===== src/rtl/risc_data_mem_param_if.sv =====
// Request/response bundle between a load/store unit and risc_data_mem_param.
// The master drives the access; the slave returns ready, load data and error pulses.
interface risc_data_mem_param_if #(
  parameter int ADDR_W = 6
);
  logic              req;
  logic              we;
  logic [1:0]        size;
  logic              uns;
  logic [ADDR_W+1:0] addr;
  logic [31:0]       wdata;
  logic              ready;
  logic              rvalid;
  logic [31:0]       rdata;
  logic              err;
  logic              init_busy;

  modport master (
    output req, we, size, uns, addr, wdata,
    input  ready, rvalid, rdata, err, init_busy
  );

  modport slave (
    input  req, we, size, uns, addr, wdata,
    output ready, rvalid, rdata, err, init_busy
  );
endinterface


===== src/rtl/risc_data_mem_param.sv =====
// Byte-addressable 32-bit data memory with a post-reset initialisation sweep,
// lane-masked stores, extended loads and a one-cycle error pulse for illegal accesses.
module risc_data_mem_param #(
  parameter int ADDR_W    = 6,
  parameter int INIT_MODE = 1
) (
  input logic                   CLK,
  input logic                   reset,
  risc_data_mem_param_if.slave  bus
);
  localparam int DEPTH = 2 ** ADDR_W;

  typedef enum logic {ST_INIT = 1'b0, ST_RUN = 1'b1} state_t;

  state_t            r_state;
  logic [ADDR_W-1:0] r_cnt;
  logic              r_ready;
  logic              r_busy;
  logic              r_rvalid;
  logic              r_err;
  logic [31:0]       r_rdata;
  logic [31:0]       r_mem [DEPTH];

  logic              w_acc;
  logic              w_bad;
  logic [ADDR_W-1:0] w_idx;
  logic [ADDR_W-1:0] w_widx;
  logic [3:0]        w_be;
  logic [31:0]       w_wdata;

  function automatic logic is_bad(input logic [1:0] sz, input logic [1:0] off);
    case (sz)
      2'b00:   is_bad = 1'b0;
      2'b01:   is_bad = off[0];
      2'b10:   is_bad = (off != 2'b00);
      default: is_bad = 1'b1;
    endcase
  endfunction

  function automatic logic [3:0] store_be(input logic [1:0] sz, input logic [1:0] off);
    case (sz)
      2'b00:   store_be = 4'b0001 << off;
      2'b01:   store_be = off[1] ? 4'b1100 : 4'b0011;
      2'b10:   store_be = 4'b1111;
      default: store_be = 4'b0000;
    endcase
  endfunction

  function automatic logic [31:0] store_data(input logic [1:0] sz, input logic [31:0] d);
    case (sz)
      2'b00:   store_data = {4{d[7:0]}};
      2'b01:   store_data = {2{d[15:0]}};
      default: store_data = d;
    endcase
  endfunction

  function automatic logic [31:0] load_ext(input logic [31:0] word, input logic [1:0] sz,
                                           input logic [1:0] off, input logic u);
    logic [31:0] sh;
    sh = word >> {off, 3'b000};
    case (sz)
      2'b00:   load_ext = u ? {24'h000000, sh[7:0]} : {{24{sh[7]}}, sh[7:0]};
      2'b01:   load_ext = u ? {16'h0000, sh[15:0]} : {{16{sh[15]}}, sh[15:0]};
      default: load_ext = word;
    endcase
  endfunction

  // Write port: sweep writes win during INIT, accepted legal stores in RUN.
  always_comb begin
    w_acc   = bus.req & r_ready;
    w_bad   = is_bad(bus.size, bus.addr[1:0]);
    w_idx   = bus.addr[ADDR_W+1:2];
    w_widx  = w_idx;
    w_wdata = store_data(bus.size, bus.wdata);
    w_be    = 4'b0000;
    if (reset) begin
      w_be = 4'b0000;
    end else if (r_state == ST_INIT) begin
      w_be    = 4'b1111;
      w_widx  = r_cnt;
      w_wdata = (INIT_MODE == 32'sd1) ? {{(32-ADDR_W){1'b0}}, r_cnt} : 32'h0000_0000;
    end else if (w_acc && bus.we && !w_bad) begin
      w_be = store_be(bus.size, bus.addr[1:0]);
    end else begin
      w_be = 4'b0000;
    end
  end

  // Memory array with per-byte write enables.
  always_ff @(posedge CLK) begin
    for (int b = 0; b < 4; b++) begin
      if (w_be[b]) begin
        r_mem[w_widx][8*b +: 8] <= w_wdata[8*b +: 8];
      end
    end
  end

  // Sweep/run FSM with registered handshake and response outputs.
  always_ff @(posedge CLK) begin
    if (reset) begin
      r_state  <= ST_INIT;
      r_cnt    <= '0;
      r_ready  <= 1'b0;
      r_busy   <= 1'b1;
      r_rvalid <= 1'b0;
      r_err    <= 1'b0;
      r_rdata  <= 32'h0000_0000;
    end else begin
      case (r_state)
        ST_INIT: begin
          r_rvalid <= 1'b0;
          r_err    <= 1'b0;
          if (r_cnt == {ADDR_W{1'b1}}) begin
            r_state <= ST_RUN;
            r_cnt   <= '0;
            r_ready <= 1'b1;
            r_busy  <= 1'b0;
          end else begin
            r_cnt <= r_cnt + ADDR_W'(1);
          end
        end
        ST_RUN: begin
          r_rvalid <= w_acc & ~bus.we & ~w_bad;
          r_err    <= w_acc & w_bad;
          // Read sees the array before this edge, so a store one cycle earlier is visible.
          if (w_acc && !bus.we && !w_bad) begin
            r_rdata <= load_ext(r_mem[w_idx], bus.size, bus.addr[1:0], bus.uns);
          end
        end
        default: begin
          r_state  <= ST_INIT;
          r_cnt    <= '0;
          r_ready  <= 1'b0;
          r_busy   <= 1'b1;
          r_rvalid <= 1'b0;
          r_err    <= 1'b0;
        end
      endcase
    end
  end

  assign bus.ready     = r_ready;
  assign bus.init_busy = r_busy;
  assign bus.rvalid    = r_rvalid;
  assign bus.err       = r_err;
  assign bus.rdata     = r_rdata;
endmodule


===== src/flat_wrapper.sv =====
// flat-port wrapper written by rule: the top's interface ports become plain ports
module risc_data_mem_param_flat 
#(
  parameter int ADDR_W    = 6,
  parameter int INIT_MODE = 1
)
  (CLK, reset, bus_req, bus_we, bus_size, bus_uns, bus_addr, bus_wdata, bus_ready, bus_rvalid, bus_rdata, bus_err, bus_init_busy);
  risc_data_mem_param_if #(.ADDR_W(ADDR_W)) bus_i ();
  input logic CLK;
  input logic reset;
  input wire logic [$bits(bus_i.req)-1:0] bus_req;
  input wire logic [$bits(bus_i.we)-1:0] bus_we;
  input wire logic [$bits(bus_i.size)-1:0] bus_size;
  input wire logic [$bits(bus_i.uns)-1:0] bus_uns;
  input wire logic [$bits(bus_i.addr)-1:0] bus_addr;
  input wire logic [$bits(bus_i.wdata)-1:0] bus_wdata;
  output wire logic [$bits(bus_i.ready)-1:0] bus_ready;
  output wire logic [$bits(bus_i.rvalid)-1:0] bus_rvalid;
  output wire logic [$bits(bus_i.rdata)-1:0] bus_rdata;
  output wire logic [$bits(bus_i.err)-1:0] bus_err;
  output wire logic [$bits(bus_i.init_busy)-1:0] bus_init_busy;
  assign bus_i.req = bus_req;
  assign bus_i.we = bus_we;
  assign bus_i.size = bus_size;
  assign bus_i.uns = bus_uns;
  assign bus_i.addr = bus_addr;
  assign bus_i.wdata = bus_wdata;
  assign bus_ready = bus_i.ready;
  assign bus_rvalid = bus_i.rvalid;
  assign bus_rdata = bus_i.rdata;
  assign bus_err = bus_i.err;
  assign bus_init_busy = bus_i.init_busy;
  risc_data_mem_param #(.ADDR_W(ADDR_W), .INIT_MODE(INIT_MODE)) u_core (.CLK(CLK), .reset(reset), .bus(bus_i));
endmodule

===== config.mk =====
export PLATFORM = sky130hd
export DESIGN_NAME = risc_data_mem_param_flat
export DESIGN_NICKNAME = d
export VERILOG_FILES = /design/src/rtl/risc_data_mem_param_if.sv /design/src/rtl/risc_data_mem_param.sv /design/src/flat_wrapper.sv
export SDC_FILE = /design/constraint.sdc
export NUM_CORES = 2
export LEC_CHECK = 0
export CAP_MARGIN = 0
export CORE_UTILIZATION = 57
export CTS_CLUSTER_SIZE = 10
export DETAILED_ROUTE_END_ITERATION = 8
export MAX_ROUTING_LAYER = met4
export PLACE_DENSITY = 0.73
export SLEW_MARGIN = 20
export SYNTH_ARGS = -nofsm -noshare
export SYNTH_HDL_FRONTEND = slang
export SYNTH_SLANG_ARGS = --single-unit

===== constraint.sdc =====
create_clock -name CLK -period 6.1 [get_ports CLK]
set_input_delay 1.22 -clock CLK [delete_from_list [all_inputs] [get_ports CLK]]
set_output_delay 1.22 -clock CLK [all_outputs]
set_load 0.005 [all_outputs]

# Word level (Yosys, flattened, before mapping)
# Memory sizes are Yosys's and may differ from the RTL's.
# Cells that the tools add are included.
[word_totals]
reg_bits = 43
ramBits = 2048
input_bits = 47
output_inout_bits = 36
memories = 1
[mem_list]
columns = ["name", "words", "width", "rd", "rd_ports_with_merged_regs", "wr", "line", "text"]
rows = [
  ["u_core.r_mem", 64, 32, 1, 0, 1, "risc_data_mem_param.sv:22", "logic [31:0] r_mem [DEPTH];"],
]
[classes]
addsub = 1
n_eq_ne = 3
shift = 2
muxes = 27
n_bitwise = 7
reduce_logical = 10
[ops]
columns = ["op", "n"]
rows = [
  ["two-way mux 32 bit", 4],
  ["case mux 32 bit (2 select lines)", 2],
  [">> shifter 32 x 5 -> 16 bit", 1],
  ["two-way mux 6 bit", 3],
  ["two-way mux 4 bit", 4],
  ["case mux 4 bit (3 select lines)", 1],
  ["two-way mux 1 bit", 10],
  ["adder 6 x 1 -> 6 bit, second input constant", 1],
  ["== test 6 bit, second input constant", 1],
  ["bitwise AND 1 bit", 4],
  ["logical AND 1 bit", 4],
  ["case mux 1 bit (2 select lines)", 2],
  ["AND reduction 2 bit", 2],
  ["left shift 1 x 2 -> 4 bit, first input constant", 1],
  ["inverter 1 bit", 3],
  ["case mux 1 bit (3 select lines)", 1],
  ["== test 2 x 1 -> 1 bit, second input constant", 1],
  ["== test 2 bit, second input constant", 1],
  ["logical NOT 1 bit", 2],
  ["logical NOT 2 bit", 1],
  ["nonzero test 2 bit", 1],
]

# Depth between registers and ports, before layout
[depth]
ltp_word = 9
depth_mapped = 14

# Worst setup path after synthesis
# No wires, ideal clock.
[synth_timing]
path_kind = "input port to flip-flop"
start = "input port reset"
end = "memory u_core.r_mem[0][12] (data pin)"
setup_ns = 0.548
arrival_ns = 3.944
t_required_ns = 5.552
path_slack_ns = 1.609
path_stages = 6
path_buffers = 4
cell_sequence = "clkbuf_1 > nor2_1 > clkbuf_1 > buf_1 > clkbuf_1 > a21oi_1"
[synth_between]
elab_chain_len = 1
[synth_lines]
columns = ["element", "line", "text"]
rows = [
  ["from (decl)", "flat_wrapper.sv:10", "input logic reset;"],
  ["two-way mux 32 bit", "risc_data_mem_param.sv:76", "if (reset) begin"],
  ["net u_core.w_wdata[12]", "risc_data_mem_param.sv:29", "logic [31:0] w_wdata;"],
  ["to (decl)", "risc_data_mem_param.sv:22", ""],
]
# The timed path passes the listed nets, and every way through them passes these cells.

# Worst setup path after layout
[layout_timing]
start = "input port bus_addr[3]"
end = "register u_core.r_rdata[25] (netlist: u_core.bus.rdata[25])"
[layout_between]
elab_chain_len = 4
word_cells_on_any_way = 5
[layout_lines]
columns = ["element", "line", "text"]
rows = [
  ["from (decl)", "flat_wrapper.sv:15", "input wire logic [$bits(bus_i.addr)-1:0] bus_addr;"],
  ["memory (64 x 32 bit) *", "-", ""],
  [">> shifter 32 x 5 -> 16 bit", "risc_data_mem_param.sv:60", "sh = word >> {off, 3'b000};"],
  ["two-way mux 32 bit (on tied branches)", "risc_data_mem_param.sv:63, risc_data_mem_param.sv:62", ""],
  ["case mux 32 bit (2 select lines) *", "risc_data_mem_param.sv:61", "case (sz)"],
  ["to (signal assigned)", "risc_data_mem_param.sv:127", "r_rdata <= load_ext(r_mem[w_idx], bus.size, bus.addr[1:0], bus.uns);"],
  ["to (decl)", "risc_data_mem_param.sv:21", "logic [31:0] r_rdata;"],
]
# Every way passes the cells marked *; elsewhere a longest branch is shown, timed or not.
# A chain may end at the register's enable or synchronous reset.

==> results.ini <==
[run_status]
status=complete, no violations

[setup_path]
worst-r2r-setup-slack_ns=2.27
worstPathArrival_ns=5.27
r2r-end=u_core.r_mem[23][17]
crit_path_end_kind=flop
worst_path_largest_cell_delay_ns=0.80
critPathMaxFanout=47
path_buf_inv=2
slowest_stage=nor2_1
crit_family=simple AND/OR/NAND/NOR gates
crit_end=u_core.bus.rdata[25]
crit_type=in -> reg
worstPathRequired_ns=6.81
reg2reg_from=u_core.r_state
crit_chain=buf_8 > buf_4 > nand2b_1 > nor3_1 > a311oi_1 > a31oi_1 > nand3_1 > a31oi_1 > nor2_1 > a31oi_1
path_depth=10
cp_common_cell=a31oi_1
cp-startpoint=bus_addr[3]
rr_worst_depth=6
start_kind=input port

[sta]
hold_violations=0
slew_headroom=0.173
finalSetupTns_ns=0
tightest_slew_ns=1.24
skew_ns=0.0649
max_clock_freq_mhz=219
holdWs_ns=0.477
period_share=0.748
post-route-min-period_ns=4.57
finalSetupViolCount=0
rsz0062_at_grt=no
maxSlewViolCount=0

[clock_tree]
cts_buffers=228
clock_sinks=2091
cts_tree=yes
path_clk_slew_ns=0.06
cts_root_buffer=clkbuf_16
ctsResizeCount=0
hold_buffers=0
post-cts-setup-buffers=0
clockBufferDepth=3
clk_latency_ns=0.88
htreeDepth=4

[global_route]
antenna_found_initial=7
overflow=0
grt_max_degree=92
grt_use_total=0.337
grt_pass1_wl_um=331000
grt_pass1_vias=44100

[synthesis]
synth_ff_type=edfxtp_1
syn_nets=4120
syn_area_per_cell_um2=20.2
syn_inst=4072
yosysTopAreaCell=edfxtp_1
syn_area_um2=82300
netlist.area_leader.share=0.747
synth-edff-count=2048
ys_seq_elements=2091
synth.yosys.seq_area_share=0.758
ys_warn_count=0
synthDistinctLibCells=70
synthArstFlopShare=0
synth_area_leaders=edfxtp_1 75%, mux4_2 13%, mux2i_1 2.1%, nor3_1 1.1%, dfxtp_1 1.0%

[route]
first_iter_violations=7394
via_count=45300
viasPerCell=6.98
firstDrtPassIters=7
drt-total-wl_um=236000
drcViolationCount=0
wl_per_cell_um=36.3
postRouteAntennaNets=0

[place]
io_buffer_count=82
dp.cells=6199
hpwlAfterDp_um=149000
gp_congestion=0.992

[cells_and_area]
fin_cells=6498
fillers=9265
fin_util=0.655
area_growth_pct=14.1
final_layout_size_suffix_gt1_frac=0.266
ff_latch_area_um2=62400
final_nets=4574
multi_input_area_um2=18900

[die]
dieArea_um2=146000
start_util=0.574
die_height_um=382
chipWidth_um=382
num_rows=139
ios=83
fp.coreArea_um2=143000

[power]
comb_power_share=0.066
p_switching_w=0.00667
switching_share=0.223
finalPower_w=0.0300
power.density_nw_per_um2=319
p_int_w=0.0233
seqPwrFrac=0.532
ir_worst_vdd_uv=262
static-leakage-power_nw=30.6
p_clk_frac=0.402

[run]
maxCapViolations=0

[hold_path]
min-delay-path-class=reg -> reg

[cell usage in the layout (no fill, tap or decap), types with 14 or more instances in the layout]
| cell type | n |
|---|---|
| a21oi_1 | 77 |
| a221oi_1 | 14 |
| a22oi_1 | 102 |
| a31oi_1 | 24 |
| buf_12 | 16 |
| buf_4 | 382 |
| clkbuf_1 | 46 |
| clkbuf_16 | 228 |
| clkdlybuf4s50_1 | 75 |
| dfxtp_1 | 43 |
| edfxtp_1 | 2048 |
| mux2_2 | 16 |
| mux2i_1 | 173 |
| mux4_2 | 488 |
| nand2_1 | 150 |
| nand3_1 | 40 |
| nor2_1 | 169 |
| nor2_4 | 22 |
| nor3_1 | 178 |
| o21ai_0 | 21 |
| o21bai_1 | 21 |
| o221ai_1 | 15 |
| o22ai_1 | 26 |
[worst min path at each step]
stage / startpoint / to / slack, ns / cells after the start
finish: u_core.bus.init_busy / u_core.bus.init_busy / 0.48 / 2
global route: u_core.bus.rdata[7] / u_core.bus.rdata[7] / 0.51 / 2
CTS: u_core.bus.rdata[7] / u_core.bus.rdata[7] / 0.48 / 2
detailed placement: u_core.bus.rdata[7] / u_core.bus.rdata[7] / 0.47 / 2
global placement: u_core.bus.rdata[7] / u_core.bus.rdata[7] / 0.47 / 2
floorplan: u_core.bus.rdata[7] / u_core.bus.rdata[7] / 0.45 / 2
[kinds of logic (layout without fill, tap and decap cells)]
kind of cell	count (synthesis)	in the layout	share of synthesized area
buf+inv	274	790	0.0179
flops	2091	2091	0.758
mux	677	677	0.157
simple gates	646	646	0.0355
xor+xnor	4	4	0.000426
compound gates	379	379	0.0317
fa+ha+maj	1	1	0.000152
other cells	0	7	0
[power by group through the flow]
stage	sequential, W	combinational, W	clock (W)
floorplan	0.0162	0.00104	0
global placement	0.0162	0.00189	0
detailed placement	0.0162	0.00192	0
CTS	0.0159	0.00192	0.0121
global route	0.0159	0.00201	0.0126
finish	0.0159	0.00198	0.0120
[metal layers]
layer  vias up  track usage  share of wire
li1      17800            -              -
met1     23400        0.458           0.36
met2      3572        0.482           0.45
met3       643        0.100           0.14
met4         0        0.134          0.046
met5         -            -              0
[stage by stage]
| step | area (um^2) | setup slack (ns) |
|---|---|---|
| 2_1_floorplan | 82300 | 1.61 |
| 3_3_place_gp | 87700 | 0.838 |
| 3_5_place_dp | 87700 | 0.976 |
| 4_1_cts | 93900 | 1.90 |
| 5_1_grt | 93900 | 1.58 |
| 6_report | 93900 | 1.53 |
[registers in the layout, indices dropped and copies added, names as in the netlist]
signal / count
u_core.r_mem: 2048
u_core.bus.rvalid: 1
u_core.bus.ready: 1
u_core.r_state: 1
u_core.bus.rdata: 32
u_core.r_cnt: 6
u_core.bus.init_busy: 1
u_core.bus.err: 1
[tightest hold or removal path, cell delays in order, from the launching register on]
cell and delay, ns:
dfxtp_1 0.32, inv_1 0.05, o21bai_1 0.06
[layout make-up]
class	count	area share
clock inverters	18	0.00381
multi-input cells	1707	0.201
well taps	1903	0.0253
inverters	18	0.000746
clock buffers	274	0.0626
flip-flops and latches	2091	0.664
diodes	7	0.000186
repair buffers	480	0.0426
[synthesized netlist by cell type (all sizes together), types with 12 or more instances]
cell and instances:
o21bai 21, mux2i 173, inv 16, buf 116, edfxtp 2048, a31oi 24
clkbuf 140, nand4 12, o21ai 22, o221ai 15, o22ai 26, a22oi 102
nand3 47, nor2 192, mux2 16, mux4 488, nor3 179, dfxtp 43
a221oi 14, nand2 156, a21oi 89
Note: power is estimated with default switching activity, not from simulation.
